### src/rtl/bus_responder_pkg.sv
// Shared constants for bus_responder: register offsets, control/status bit
// positions and the timer state encoding.
package bus_responder_pkg;

   localparam logic [7:0] OFF_GPIO_OUT  = 8'd0;
   localparam logic [7:0] OFF_GPIO_IN   = 8'd1;
   localparam logic [7:0] OFF_TMR_CTRL  = 8'd2;
   localparam logic [7:0] OFF_TMR_PRESC = 8'd3;
   localparam logic [7:0] OFF_TMR_CMP   = 8'd4;
   localparam logic [7:0] OFF_TMR_CNT   = 8'd5;
   localparam logic [7:0] OFF_TMR_STAT  = 8'd6;

   localparam int CTRL_EN      = 0;
   localparam int CTRL_ONESHOT = 1;
   localparam int STAT_MATCH   = 0;

   typedef enum logic [1:0] {
      TMR_IDLE = 2'd0,
      TMR_RUN  = 2'd1,
      TMR_DONE = 2'd2
   } tmr_state_t;

endpackage

### src/rtl/bus_timer.sv
// Prescaled compare timer with oneshot mode and a sticky, write-1-to-clear
// MATCH flag. Instantiated by bus_responder when BUS_RESPONDER_TIMER_EN is defined.
module bus_timer
   import bus_responder_pkg::*;
(
   input  logic       clk,
   input  logic       reset,
   input  logic [7:0] wdata,
   input  logic       ctrl_we,
   input  logic       presc_we,
   input  logic       cmp_we,
   input  logic       stat_we,
   output logic [7:0] ctrl,
   output logic [7:0] presc,
   output logic [7:0] cmp,
   output logic [7:0] cnt,
   output logic [7:0] stat,
   output logic       irq
);

   tmr_state_t state, state_next;
   logic [7:0] pcnt;
   logic       match;
   logic       tick, hit;
   logic       enter_done, stop;

   assign tick = (state == TMR_RUN) && (pcnt == presc);
   assign hit  = tick && (cnt == cmp);

   always_ff @(posedge clk) begin
      if (reset) state <= TMR_IDLE;
      else       state <= state_next;
   end

   always_comb begin
      state_next = state;
      case (state)
         TMR_IDLE: if (ctrl_we && wdata[CTRL_EN]) state_next = TMR_RUN;
         TMR_RUN: begin
            if (ctrl_we && !wdata[CTRL_EN])     state_next = TMR_IDLE;
            else if (hit && ctrl[CTRL_ONESHOT]) state_next = TMR_DONE;
         end
         TMR_DONE: if (ctrl_we && wdata[CTRL_EN]) state_next = TMR_RUN;
         default:  state_next = TMR_IDLE;
      endcase
   end

   always_comb begin
      enter_done = (state == TMR_RUN) && (state_next == TMR_DONE);
      stop       = (state == TMR_RUN) && (state_next == TMR_IDLE);
   end

   always_ff @(posedge clk) begin
      if (reset) begin
         ctrl  <= 8'h00;
         presc <= 8'h00;
         cmp   <= 8'h00;
         cnt   <= 8'h00;
         pcnt  <= 8'h00;
         match <= 1'b0;
      end else begin
         if (ctrl_we)    ctrl <= wdata;
         // hardware EN clear takes priority over a simultaneous CTRL write
         if (enter_done) ctrl[CTRL_EN] <= 1'b0;
         if (presc_we)   presc <= wdata;
         if (cmp_we)     cmp <= wdata;
         if (stop) begin
            cnt  <= 8'h00;
            pcnt <= 8'h00;
         end else if (state == TMR_RUN) begin
            if (tick) begin
               pcnt <= 8'h00;
               cnt  <= hit ? 8'h00 : cnt + 8'd1;
            end else begin
               pcnt <= pcnt + 8'd1;
            end
         end
         if (hit)                                match <= 1'b1;
         else if (stat_we && wdata[STAT_MATCH]) match <= 1'b0;
      end
   end

   assign stat = {7'b0, match};
   assign irq  = match;

endmodule

### src/rtl/bus_responder.sv
// Memory-mapped bus slave: RAM below MMIO_BASE, GPIO and optional timer registers
// above it. Define BUS_RESPONDER_TIMER_EN to include the timer.
module bus_responder
   import bus_responder_pkg::*;
#(
   parameter logic [7:0] MMIO_BASE   = 8'hF0,
   parameter int         SYNC_STAGES = 2
) (
   input  logic       clk,
   input  logic       reset,
   input  logic       W_R,
   input  logic [7:0] i_Address_Data_Bus,
   input  logic [7:0] i_DataOut_Bus,
   output logic [7:0] o_DataIn_Bus,
   input  logic [7:0] i_gpio_in,
   output logic [7:0] o_gpio_out,
   output logic       o_timer_irq
);

   logic [7:0] ram [0:int'(MMIO_BASE)-1];
   logic [7:0] sync [SYNC_STAGES];
   logic [7:0] gpio_out;
   logic       is_mmio;
   logic       wr_mmio;
   logic [7:0] offset;
   logic [7:0] reg_rdata;
   logic [7:0] rdata;

   assign is_mmio = (i_Address_Data_Bus >= MMIO_BASE);
   assign offset  = i_Address_Data_Bus - MMIO_BASE;
   assign wr_mmio = W_R && is_mmio;

`ifdef BUS_RESPONDER_TIMER_EN
   logic [7:0] tmr_ctrl, tmr_presc, tmr_cmp, tmr_cnt, tmr_stat;
   logic       tmr_irq;

   bus_timer u_timer (
      .clk      (clk),
      .reset    (reset),
      .wdata    (i_DataOut_Bus),
      .ctrl_we  (wr_mmio && (offset == OFF_TMR_CTRL)),
      .presc_we (wr_mmio && (offset == OFF_TMR_PRESC)),
      .cmp_we   (wr_mmio && (offset == OFF_TMR_CMP)),
      .stat_we  (wr_mmio && (offset == OFF_TMR_STAT)),
      .ctrl     (tmr_ctrl),
      .presc    (tmr_presc),
      .cmp      (tmr_cmp),
      .cnt      (tmr_cnt),
      .stat     (tmr_stat),
      .irq      (tmr_irq)
   );

   assign o_timer_irq = tmr_irq;
`else
   assign o_timer_irq = 1'b0;
`endif

   // RAM keeps its contents across reset
   always_ff @(posedge clk) begin
      if (W_R && !is_mmio) ram[i_Address_Data_Bus] <= i_DataOut_Bus;
   end

   always_ff @(posedge clk) begin
      if (reset) begin
         for (int i = 0; i < SYNC_STAGES; i++) sync[i] <= 8'h00;
      end else begin
         sync[0] <= i_gpio_in;
         for (int i = 1; i < SYNC_STAGES; i++) sync[i] <= sync[i-1];
      end
   end

   always_comb begin
      reg_rdata = 8'h00;
      case (offset)
         OFF_GPIO_OUT:  reg_rdata = gpio_out;
         OFF_GPIO_IN:   reg_rdata = sync[SYNC_STAGES-1];
`ifdef BUS_RESPONDER_TIMER_EN
         OFF_TMR_CTRL:  reg_rdata = tmr_ctrl;
         OFF_TMR_PRESC: reg_rdata = tmr_presc;
         OFF_TMR_CMP:   reg_rdata = tmr_cmp;
         OFF_TMR_CNT:   reg_rdata = tmr_cnt;
         OFF_TMR_STAT:  reg_rdata = tmr_stat;
`endif
         default:       reg_rdata = 8'h00;
      endcase
   end

   always_comb begin
      rdata = reg_rdata;
      if (!is_mmio) rdata = ram[i_Address_Data_Bus];
   end

   // read data always reflects pre-write contents of the sampled address
   always_ff @(posedge clk) begin
      if (reset) begin
         o_DataIn_Bus <= 8'h00;
         gpio_out     <= 8'h00;
      end else begin
         o_DataIn_Bus <= rdata;
         if (wr_mmio && (offset == OFF_GPIO_OUT)) gpio_out <= i_DataOut_Bus;
      end
   end

   assign o_gpio_out = gpio_out;

endmodule

### config.mk
export PLATFORM = sky130hd
export DESIGN_NAME = bus_responder
export DESIGN_NICKNAME = d
export VERILOG_FILES = /design/src/rtl/bus_responder_pkg.sv /design/src/rtl/bus_timer.sv /design/src/rtl/bus_responder.sv
export SDC_FILE = /design/constraint.sdc
export NUM_CORES = 2
export LEC_CHECK = 0
export CAP_MARGIN = 15
export CORE_MARGIN = 2
export CORE_UTILIZATION = 50
export DETAILED_ROUTE_END_ITERATION = 10
export PLACE_DENSITY = 0.65
export SYNTH_ARGS = -nofsm -noshare
export SYNTH_HDL_FRONTEND = slang
export SYNTH_SLANG_ARGS = --single-unit
### constraint.sdc
create_clock -name clk -period 3.3 [get_ports clk]
set_input_delay 0.33 -clock clk [delete_from_list [all_inputs] [get_ports clk]]
set_output_delay 0.33 -clock clk [all_outputs]
set_load 0.01 [all_outputs]
==> flow_metrics.py <==
metrics = {
    "yosys": {
        "synthesis.nets": 3654,
        "synth_area_leaders": "edfxtp_1 76%, mux4_2 13%, mux2i_1 1.6%",
        "ys_ff_latch": 1952,
        "synth.most_common_cell": "edfxtp_1",
        "async_flop_share": 0,
        "yosysTopAreaCell": "edfxtp_1",
        "yosys_warnings": 0,
        "yosysSeqAreaShare": 0.7726,
        "synth_top_cells_by_count": "1920 x edfxtp_1, 444 x mux4_2, 308 x nor2_1",
        "netlist_area_um2": 75460,
        "synth_edf_count": 1920,
        "ys.flop_type": "edfxtp_1",
        "yosys.area.top_type_share": 0.7641,
        "yosys.cell_types.count": 64,
        "synth_cells": 3627,
        "syn_avg_cell_area_um2": 20.80,
    },
    "layout": {
        "post_route_cells_drive_above_1_share": 0.3079,
        "final_cells": 6428,
        "num-fill-cells": 10770,
        "fin_nets": 4283,
        "final_cell_area_um2": 88720,
        "area_delta_synth_final_pct": 17.58,
    },
    "sta": {
        "max_freq_mhz": 353.8,
        "fin_tns_setup_ns": 0,
        "finalSetupViolations": 0,
        "fin_crit_ns": 2.826,
        "fin_ws_ns": 0.4738,
        "hold_violations": 0,
        "tightest_slew_ns": 0.8996,
        "post-route-period-util": 0.8564,
        "slew_headroom": 0.3956,
        "finalMaxSlewViolations": 0,
        "rsz0062_at_grt": "false",
        "clock_skew_ns": 0.06712,
    },
    "setup_path": {
        "rrSetupSlack_ns": 0.47,
        "cp_num_buf_inv": 0,
        "worst_setup_path_start_kind": "register",
        "crit_chain": "mux4_2 > and3_1 > a21oi_1 > nand4_1 > or4_1 > o31ai_1 > o31ai_1",
        "slowest_delay_ns": 0.63,
        "end_kind": "register",
        "path_delay_family": "simple AND/OR/NAND/NOR gates",
        "crit_type": "register to register",
        "crit_required_ns": 4.00,
        "path_max_fanout": 1,
        "cp_slowest_cell": "or4_1",
        "cp.arrival_ns": 3.53,
        "crit_path_frequent_cell": "o31ai_1",
    },
    "global_routing": {
        "grt_max_degree": 125,
        "globalRoute.totalOverflow": 0,
        "grt.total_usage": 0.2842,
        "first_global_vias": 40090,
        "grt_pass1_wl_um": 304400,
        "antenna_found_initial": 11,
    },
    "detailed_routing": {
        "via_per_inst": 6.365,
        "wl_um": 216300,
        "vias": 40920,
        "post-route-drc-count": 0,
        "ant_nets": 0,
        "dr.pass1.iters": 6,
        "drt-initial-drc-count": 5792,
        "routedWlPerCell_um": 33.65,
    },
    "min_path": {
        "hold_path.class": "input pin to register",
    },
    "place": {
        "hpwl_um": 142300,
        "place_area_um2": 82530,
        "gp_congestion": 0.9744,
        "dp_slack_ns": -0.04571,
        "port_buffers": 42,
        "place_inst": 6073,
    },
    "die": {
        "die_y_um": 392.5,
        "start_util": 0.5038,
        "num_io_pins": 44,
        "core-area_um2": 149800,
        "row_count": 142,
        "die_x_um": 392.5,
        "dieArea_um2": 154000,
    },
    "power_and_ir_drop": {
        "total_leakage_power_nw": 28.94,
        "ir_drop_mv": 0.5866,
        "total_power_w": 0.05148,
        "power_density_nw_per_um2": 580.2,
    },
    "clocking": {
        "clkLatencyLatePin_ns": 0.85,
        "cts_setup_buffers": 0,
        "cts_buffer_depth": 3,
        "root_buffer": "clkbuf_16",
        "numCtsBuffers": 191,
        "path_clk_slew_ns": 0.07,
        "htreeDepth": 4,
        "cts_tree": "yes",
        "cts_resized": 0,
        "cts.sinks": 1952,
    },
    "flow_run": {
        "drv_cap": 0,
    },
    "status": {
        "status": "finished clean",
    },
}
cells in the final DEF, fill, tap and decap left out, types with 7 or more instances in the layout:
| cell | n |
|---|---|
| o21ai_0 | 19 |
| clkbuf_1 | 44 |
| a22oi_1 | 69 |
| nor2_1 | 304 |
| clkbuf_8 | 7 |
| dfxtp_1 | 32 |
| mux2i_1 | 124 |
| nor4_1 | 9 |
| a221oi_1 | 19 |
| clkdlybuf4s50_1 | 28 |
| mux4_2 | 444 |
| buf_12 | 53 |
| nand2_1 | 101 |
| clkinv_2 | 35 |
| o22ai_1 | 52 |
| a31oi_1 | 11 |
| nor2b_1 | 25 |
| a211oi_1 | 11 |
| and3_1 | 9 |
| edfxtp_1 | 1920 |
| clkbuf_16 | 191 |
| a21oi_1 | 41 |
| a32oi_1 | 12 |
| nand3_1 | 71 |
| and2_1 | 9 |
| nand4_1 | 19 |
| bufinv_16 | 14 |
| clkinv_1 | 39 |
| buf_4 | 548 |
area by class of cell:
class                   instances  area, µm²  area share
inverters                       4      16.27   0.0001833
repair buffers                650       5673     0.06394
multi-input cells            1457      16080      0.1813
well taps                    2016       2522     0.02843
diodes                          1      2.502  0.00002820
clock inverters               109       1131     0.01275
clock buffers                 239       5000     0.05635
flip-flops and latches       1952      58300      0.6570
repair_timing:
item	CTS	global route
setup endpoints to repair	0	0
hold endpoints to repair	90	0
hold buffers	6	0
worst reg2reg max path, stage by stage (launching register included):
cell and delay, ns:
edfxtp_1 0.38, mux4_2 0.54, and3_1 0.21, a21oi_1 0.15, nand4_1 0.13, or4_1 0.63
o31ai_1 0.48, o31ai_1 0.15
state kept, by name, indices dropped and copies added (netlist names):
register,cells
o_DataIn_Bus,8
ram,1920
o_gpio_out,8
sync,16
kinds of logic after synthesis:
group | share of synthesized area
DFF | 0.7726
other | 0.00004970
muxes | 0.1499
and+or+nand+nor | 0.03567
buffers and inverters | 0.01539
AOI/OAI and AO/OA | 0.02648
per-stage QoR:
stage	util	hold slack, ns
floorplan	-	0.4138
global placement	0.5510	0.4274
detailed placement	0.5510	0.4431
CTS	0.5924	0.002668
global route	0.5924	0.04315
finish	0.5924	0.04976
layer usage:
| metal | vias up | part of all wire | track usage |
|---|---|---|---|
| met4 | 10 | 0.047 | 0.1218 |
| met2 | 2568 | 0.46 | 0.4291 |
| met5 | - | 0.00031 | 0 |
| met1 | 21510 | 0.38 | 0.3953 |
| met3 | 465 | 0.11 | 0.07345 |
| li1 | 16360 | - | - |
power breakdown:
group          switching, W  total [W]  internal, W
logic               0.00179    0.00282      0.00103
registers         0.0000416     0.0273       0.0273
clock network       0.00940     0.0213       0.0119
total                0.0112     0.0515       0.0402
worst paths after layout:
check                               endpoint             startpoint  depth (start not counted)
setup / recovery  o_DataIn_Bus[3]$_SDFF_PP0_  ram[116][3]$_DFFE_PP_                          7
hold / removal          ram[73][2]$_DFFE_PP_       i_DataOut_Bus[2]                          1
setup reg to reg  o_DataIn_Bus[3]$_SDFF_PP0_  ram[116][3]$_DFFE_PP_                          7
hold reg to reg       sync[0][10]$_SDFF_PP0_  sync[0][2]$_SDFF_PP0_                          1
Note: power is estimated with default switching activity, not from simulation.
